--- src/rtl/softmax_engine.sv ---
// Sequential fixed-point softmax: max search, base-2 exponentials of the max-shifted logits,
// then normalisation through one shared restoring divider.
module softmax_engine #(
  parameter int unsigned WIDTH             = 32,
  parameter int unsigned FIXED_POINT_INDEX = 16,
  parameter int unsigned DIMENSION         = 10
) (
  input  logic                    clk_i,
  input  logic                    rst_ni,
  input  logic                    start_i,
  input  logic signed [WIDTH-1:0] input_data_i  [DIMENSION],
  output logic signed [WIDTH-1:0] output_data_o [DIMENSION],
  output logic                    busy_o,
  output logic                    done_o
);

  localparam int unsigned FPI  = FIXED_POINT_INDEX;
  localparam int unsigned PW   = 2 * WIDTH;
  localparam int unsigned IdxW = $clog2(DIMENSION + 1);
  localparam int unsigned BitW = $clog2(WIDTH);
  localparam logic signed [PW-1:0] Log2e =
      PW'($rtoi(1.4426950408889634 * (2.0 ** FPI) + 0.5));

  typedef enum logic [2:0] {StIdle, StFindMax, StExp, StDiv, StDone} state_e;

  state_e                    state_q, state_d;
  logic [IdxW-1:0]           idx_q;
  logic [BitW-1:0]           bit_q;
  logic signed [WIDTH-1:0]   x_q   [DIMENSION];
  logic signed [WIDTH-1:0]   max_q;
  logic signed [PW-1:0]      prod_q;
  logic [WIDTH-1:0]          exp_q [DIMENSION];
  logic [WIDTH-1:0]          sum_q;
  logic [WIDTH-1:0]          rem_q;
  logic [WIDTH-1:0]          quo_q;
  logic signed [WIDTH-1:0]   out_q [DIMENSION];

  logic                      idx_last, exp_drain, bit_last;
  logic signed [WIDTH-1:0]   diff;
  logic signed [PW-1:0]      prod_d, y_val, n_val;
  logic [PW-1:0]             neg_n;
  logic [WIDTH-1:0]          mant, exp_val;
  logic [PW-1:0]             dividend;
  logic [WIDTH-1:0]          rem_cur, lo_cur, rem_nxt, quo_nxt;
  logic [WIDTH:0]            trial;
  logic                      ge;

  assign idx_last  = (idx_q == IdxW'(DIMENSION - 1));
  assign exp_drain = (idx_q == IdxW'(DIMENSION));
  assign bit_last  = (bit_q == BitW'(WIDTH - 1));

  // Exponential: product registered one cycle, so EXP runs DIMENSION+1 cycles to drain.
  always_comb begin
    diff    = x_q[idx_q] - max_q;
    prod_d  = PW'(diff) * Log2e;
    y_val   = prod_q >>> FPI;
    n_val   = y_val >>> FPI;
    neg_n   = -n_val;
    mant    = WIDTH'({1'b1, y_val[FPI-1:0]});
    exp_val = (neg_n < PW'(WIDTH)) ? (mant >> neg_n[BitW-1:0]) : '0;
  end

  // One restoring-division step; the first step of each element seeds from exp_q directly.
  always_comb begin
    dividend = PW'(exp_q[idx_q]) << FPI;
    rem_cur  = (bit_q == '0) ? dividend[PW-1:WIDTH] : rem_q;
    lo_cur   = (bit_q == '0) ? dividend[WIDTH-1:0] : quo_q;
    trial    = {rem_cur, lo_cur[WIDTH-1]};
    ge       = (trial >= {1'b0, sum_q});
    rem_nxt  = ge ? WIDTH'(trial - {1'b0, sum_q}) : trial[WIDTH-1:0];
    quo_nxt  = {lo_cur[WIDTH-2:0], ge};
  end

  always_comb begin
    state_d = state_q;
    unique case (state_q)
      StIdle:    if (start_i) state_d = StFindMax;
      StFindMax: if (idx_last) state_d = StExp;
      StExp:     if (exp_drain) state_d = StDiv;
      StDiv:     if (idx_last && bit_last) state_d = StDone;
      StDone:    state_d = StIdle;
      default:   state_d = StIdle;
    endcase
  end

  assign busy_o        = (state_q != StIdle);
  assign done_o        = (state_q == StDone);
  assign output_data_o = out_q;

  always_ff @(posedge clk_i or negedge rst_ni) begin
    if (!rst_ni) begin
      state_q <= StIdle;
      idx_q   <= '0;
      bit_q   <= '0;
      max_q   <= '0;
      prod_q  <= '0;
      sum_q   <= '0;
      rem_q   <= '0;
      quo_q   <= '0;
      for (int i = 0; i < int'(DIMENSION); i++) begin
        x_q[i]   <= '0;
        exp_q[i] <= '0;
        out_q[i] <= '0;
      end
    end else begin
      state_q <= state_d;
      unique case (state_q)
        StIdle: begin
          if (start_i) begin
            x_q   <= input_data_i;
            idx_q <= '0;
            sum_q <= '0;
          end
        end
        StFindMax: begin
          if (idx_q == '0 || x_q[idx_q] > max_q) max_q <= x_q[idx_q];
          idx_q <= idx_last ? '0 : idx_q + IdxW'(1);
        end
        StExp: begin
          prod_q <= prod_d;
          if (idx_q != '0) begin
            exp_q[idx_q - IdxW'(1)] <= exp_val;
            sum_q                   <= sum_q + exp_val;
          end
          idx_q <= exp_drain ? '0 : idx_q + IdxW'(1);
          bit_q <= '0;
        end
        StDiv: begin
          rem_q <= rem_nxt;
          quo_q <= quo_nxt;
          bit_q <= bit_last ? '0 : bit_q + BitW'(1);
          if (bit_last) begin
            out_q[idx_q] <= quo_nxt;
            idx_q        <= idx_q + IdxW'(1);
          end
        end
        StDone: ;
        default: ;
      endcase
    end
  end

endmodule
--- config.mk ---
export PLATFORM = sky130hd
export DESIGN_NAME = softmax_engine
export DESIGN_NICKNAME = d
export VERILOG_FILES = /design/src/rtl/softmax_engine.sv
export SDC_FILE = /design/constraint.sdc
export NUM_CORES = 2
export LEC_CHECK = 0
export BUFFER_PORTS_ARGS = -buffer_cell sky130_fd_sc_hd__buf_2
export CAP_MARGIN = 5
export CORE_AREA = 3 3 336 338
export CTS_CLUSTER_DIAMETER = 50
export DETAILED_ROUTE_END_ITERATION = 10
export DIE_AREA = 0 0 339 341
export PLACE_DENSITY = 0.7
export SLEW_MARGIN = 30
export SYNTH_ARGS = -nofsm -noshare
export SYNTH_HDL_FRONTEND = slang
export SYNTH_SLANG_ARGS = --single-unit
--- constraint.sdc ---
create_clock -name clk_i -period 29.8 [get_ports clk_i]
set_input_delay 5.96 -clock clk_i [delete_from_list [all_inputs] [get_ports clk_i]]
set_output_delay 5.96 -clock clk_i [all_outputs]
set_load 0.02 [all_outputs]
Word level (Yosys, flattened, before mapping):

Index checks and enable logic that the tools add are counted.

* output and inout bits: 322
* register bits: 1148
* input bits: 323

* bitwise logic cells: 2
* shift operators: 1
* order comparisons: 7
* add/sub/neg operators: 7
* reduce and logical (&&, ||, !) cells: 19
* mux-type cells: 31
* multiply operators: 1
* equality and inequality tests: 13

Operators by type and width (number)
* bitwise mux 320 bit: 2
* two-way mux 32 bit: 12
* binary-select mux 32 bit (select 4 bit): 2
* demux 32 bit (select 4 bit): 2
* less-than comparator 64 x 6 -> 1 bit, second input constant: 1
* negation 18 -> 64 bit: 1
* case mux 32 bit (2 select lines): 1
* subtractor 32 bit: 2
* multiplier 32 x 16 -> 48 bit, second input constant: 1
* greater-or-equal comparator 33 x 32 -> 1 bit: 1
* adder 32 bit: 1
* greater-than comparator 32 bit: 1
* >> shifter 17 x 5 -> 32 bit: 1
* two-way mux 4 bit: 4
* case mux 4 bit (4 select lines): 1
* two-way mux 3 bit: 4
* inequality test 2 bit, second input constant: 6
* case mux 3 bit (4 select lines): 1
* greater-or-equal comparator 5 bit, second input constant: 2
* less-than comparator 5 x 1 -> 1 bit, second input constant: 2
* inverter 4 -> 5 bit: 2
* case mux 5 bit (2 select lines): 1
* == test 4 bit, second input constant: 2
* AND reduction 2 bit: 4
* other kinds (18): 24

Logic depth before layout (Yosys ltp):

* depth after elaboration: 7
* depth in mapped cells: 43

Worst setup path before layout:

Ideal clock, no wire load.

* path kind: reg-to-reg
* start: register idx_q[0]
* end: register prod_q[48]
* arrival time: 10.024 ns
* cell stages (with the launch flop): 42
* setup slack: 19.646 ns
* buffers on the path: 5
* path through: dfrtp_1 buf_2 buf_2 buf_2 buf_2 clkbuf_1 mux2_2 a22oi_1 o21ai_0 ha_1 nor2b_1 o31a_1 o21ai_0 a21boi_0 o21ai_0 nand2b_1 a21o_1 a21o_1 (+6 left out) fa_1 fa_1 fa_1 inv_1 fa_1 inv_1 ha_1 a21o_1 a21o_1 a21oi_1 o211ai_1 a31oi_1 and2_1 o21ai_1 a221o_1 a21oi_1 xor2_1 o21ai_1

* word-level cells in the longest chain between the ends: 6

RTL lines
* from (decl): line 27 `logic [IdxW-1:0] idx_q;`
* from (signal assigned): line 117 `idx_q <= idx_last ? '0 : idx_q + IdxW'(1);`
* from (signal assigned): line 125 `idx_q <= exp_drain ? '0 : idx_q + IdxW'(1);`
* from (signal assigned): line 134 `idx_q <= idx_q + IdxW'(1);`
* inverter 4 -> 5 bit (not written as such): line 54 `diff = x_q[idx_q] - max_q;`
* binary-select mux 32 bit (select 4 bit): line 54
* two-way mux 32 bit (not written as such) (2 in a row): line 54
* subtractor 32 bit: line 54
* multiplier 32 x 16 -> 48 bit: line 55 `prod_d = PW'(diff) * Log2e;`
* to (signal assigned): line 120 `prod_q <= prod_d;`
* to (decl): line 31 `logic signed [PW-1:0] prod_q;`

No other way between the ends. The select of a mux whose other input is x is not followed.
A chain may end at the register's enable or synchronous reset.

Worst setup path in the final report:

Same ends and word-level chain as after synthesis.

==> run_results.csv <==
group,metric,value,unit
global_route,grt_pass1_vias,43265,
flow_run,cap_violations,0,
cells_and_area,fin_area,63400,sq um
placed_design,hpwlAfterDp,112000,microns
die,rows,122,
route,antenna_left,0,
die,die_x,339,microns
placed_design,gp_congestion,0.923,
placed_design,post-place-ws,18340,ps
critical_path,path_class,"reg -> reg",
sta,relSlewSlack,32.9,%
synthesis,syn_inst,5834,
die,core,110000,sq um
pwr,power.density,44.2,nW/um^2
cts,clockBufferDepth,3,
cells_and_area,multi_input_area,27400,sq um
placed_design,dp_cells,7706,
placed_design,place_area,59500,sq um
cts,cts.sinks,984,
sta,slew_viol_final,0,
critical_path,crit_fanout,52,
cts,postCtsSetupBuffers,0,
cells_and_area,layout.cells.non_filler,7914,
route,post_drt_wl_per_cell,19.6,microns
critical_path,required,30370,ps
sta,grt_setup_unrepaired,"false",
route,drt_iter0_markers,3035,
route,vias,42975,
synthesis,syn_area_per_cell,9.43,sq um
route,firstDrtPassIters,7,
route,drc,0,
cts,cts_buffers,112,
die,dieArea,116000,sq um
sta,worstMarginPinSlew,1000,ps
synthesis,synth-edff-count,0,
critical_path,critPathSlowestCell,"dfrtp_4",
die,pin_count,645,
synthesis,synth_cell_types,89,
sta,skew,54.1,ps
cells_and_area,seqCellArea,24600,sq um
critical_path,cpPeakStageDelay,730,ps
cells_and_area,drive_above_1_share,17.9,%
cells_and_area,n_antenna_cell,0,
synthesis,synth_seq_cells,984,
cts,cts-resized-gates,0,
global_route,grt_overflow_total,0,
cells_and_area,nFillCells,9651,
sta,setup_tns,0,ps
hold_path,hold_class,"reg -> reg",
critical_path,crit_buf_inv,4,
synthesis,synth_warnings,0,
synthesis,synth_ff_type,"dfrtp_1",
sta,max_clock_freq,89.0,MHz
synthesis,syn_nets,6638,
critical_path,end_kind,"register",
cts,holdBufCountCts,0,
global_route,grt.total_usage,26.6,%
critical_path,crit_arrival,11800,ps
synthesis,async_flop_share,100,%
cts,cts-root-buf,"clkbuf_16",
pwr,ir_drop,0.0433,mV
sta,final.setup.worst_slack,18570,ps
placed_design,portBuffers,644,
cts,cts.clk_slew.worst_paths,60,ps
route,wl,155000,microns
cts,cts_tree,"built",
critical_path,startpoint_type,"register",
run_status,status,"finished clean",
critical_path,path_delay_family,"compound AO/OA/AOI/OAI gates",
sta,setup_viol_count_final,0,
route,via_per_inst,5.43,
pwr,p_leak,0.0336,uW
synthesis,netlist_area,55000,sq um
global_route,grt_max_degree,171,
sta,finalHoldViolCount,0,
cts,htreeDepth,3,
sta,period_minus_slack,11230,ps
global_route,antenna_found_initial,2,
synthesis,ys_seq_area_share,44.8,%
cells_and_area,area_delta_synth_final,15.3,%
cells_and_area,nNetsFinal,7137,
die,die_h,341,microns
global_route,grt_pass1_wl,244000,microns
sta,post-route-period-util,37.7,%
pwr,total_power,2810,uW
die,start_util,49.9,%
cts,clk_latency,720,ps
## through the flow
stage	hold WS (ps)	util, %
finish	468	57.5
CTS	473	57.4
global placement	453	53.8
detailed placement	458	53.9
floorplan	440	-
global route	486	57.5
## where the power goes
group	switching, uW	internal (uW)	total [uW]	leakage (uW)
sequential	0	1340	1340	0.0135
clock	590	827	1420	0.00188
combinational	36.1	17.2	53.3	0.0182
total	626	2180	2810	0.0336
## layout by cell type, fill, tap and decap left out, drive strengths merged, types with 13 or more instances in the layout
master | synthesis | routed
nand2 | 1700 | 1700
dfrtp | 984 | 984
buf | 48 | 718
o21ai | 704 | 704
inv | 464 | 474
ha | 308 | 308
fa | 173 | 173
clkbuf | 285 | 151
nor2 | 112 | 112
a21oi | 110 | 110
mux4 | 103 | 103
xnor2 | 94 | 94
mux2 | 72 | 72
a21o | 65 | 65
mux2i | 53 | 53
xor2 | 51 | 51
nand3 | 51 | 51
a22oi | 50 | 50
nor3 | 44 | 44
and2 | 39 | 39
clkinv | 2 | 32
o311ai | 19 | 19
nand4 | 18 | 18
o21a | 18 | 18
o22ai | 18 | 18
nand2b | 17 | 17
o21bai | 17 | 17
nor2b | 17 | 17
o211ai | 16 | 16
and3 | 16 | 16
a211oi | 16 | 16
a31oi | 13 | 13
## registers in the layout (all words and copies together) (netlist names)
register and cells:
exp_q 170, output_data_o 320, quo_q 32, state_q 3, sum_q 32, prod_q 34, x_q 320, rem_q 32
idx_q 4, bit_q 5, max_q 32
## tightest hold or removal path, stage by stage (launching register included)
cell,delay [ps]
dfrtp_1,340
nand2_1,50
nand2_1,50
## cell usage after synthesis, types with 7 or more instances
| cell type | n | area (sq um) |
|---|---|---|
| xor2_1 | 50 | 438 |
| nor2_1 | 111 | 417 |
| a21boi_0 | 11 | 82.6 |
| nand4_1 | 18 | 113 |
| inv_1 | 462 | 1730 |
| o21ai_1 | 72 | 360 |
| buf_2 | 27 | 135 |
| a21oi_1 | 109 | 546 |
| a211oi_1 | 14 | 105 |
| o21ai_0 | 624 | 3120 |
| a221o_1 | 8 | 80.1 |
| nand3b_1 | 10 | 75.1 |
| mux2_2 | 72 | 811 |
| a31oi_1 | 13 | 81.3 |
| nand2_1 | 1697 | 6370 |
| clkbuf_1 | 285 | 1070 |
| nor3_1 | 41 | 205 |
| o21ai_2 | 8 | 70.1 |
| a21o_1 | 65 | 488 |
| or3_1 | 9 | 56.3 |
| a22oi_1 | 50 | 375 |
| o21a_1 | 18 | 135 |
| nor2b_1 | 17 | 106 |
| buf_1 | 15 | 56.3 |
| mux2i_1 | 53 | 531 |
| nor4_1 | 11 | 68.8 |
| or2_2 | 7 | 43.8 |
| nand2b_1 | 17 | 106 |
| dfrtp_1 | 984 | 24600 |
| xnor2_1 | 93 | 815 |
| and2_1 | 38 | 238 |
| o311ai_0 | 19 | 166 |
| o211ai_1 | 16 | 120 |
| o21bai_1 | 17 | 128 |
| nand3_1 | 51 | 255 |
| ha_1 | 308 | 3850 |
| mux4_2 | 103 | 2320 |
| and3_1 | 16 | 100 |
| fa_1 | 173 | 3460 |
| o22ai_1 | 18 | 113 |
## logic make-up (layout without fill, tap and decap cells)
group	Yosys count	after routing	synth area share [%]
AND/OR/NAND/NOR	2081	2081	15.5
flip-flops	984	984	44.8
XOR/XNOR	145	145	2.34
buffers and inverters	799	1391	5.59
AO/OA/AOI/OAI	1114	1114	11.8
multiplexers	228	228	6.65
adder cells (fa/ha/maj)	483	483	13.3
## per-layer routing
layer  vias up  wire length (microns)  GRT usage [%]  share of wire [%]
li1      20318                      -              -                  -
met1     21001                  65200           35.3                 42
met2      1361                  74000           44.2                 48
met3       293                   8280           3.26                5.3
met4         2                   7600           11.9                4.9
met5         -                     16              0              0.010
## final cells by class
class / count / share of cell area [%]
Tap cell: 1488 / 2.94
Inverter: 466 / 2.76
Clock inverter: 56 / 1.18
Sequential cell: 984 / 38.8
Multi-Input combinational cell: 4051 / 43.3
Clock buffer: 151 / 4.93
Timing Repair Buffer: 718 / 6.10
## final timing paths
check | cells after the start | slack (ps) | startpoint | end
min | 2 | 470 | x_q[127]$_DFFE_PN0P_ | x_q[127]$_DFFE_PN0P_
max in group asynchronous | 4 | 21910 | rst_ni | x_q[214]$_DFFE_PN0P_
min in group asynchronous | 1 | 5300 | rst_ni | output_data_o[204]$_DFFE_PN0P_
max reg2reg | 35 | 18570 | idx_q[0]$_DFFE_PN0P_ | prod_q[48]$_DFFE_PN0P_
max | 35 | 18570 | idx_q[0]$_DFFE_PN0P_ | prod_q[48]$_DFFE_PN0P_
min reg2reg | 2 | 470 | x_q[127]$_DFFE_PN0P_ | x_q[127]$_DFFE_PN0P_
(Power assumes the default switching activity.)
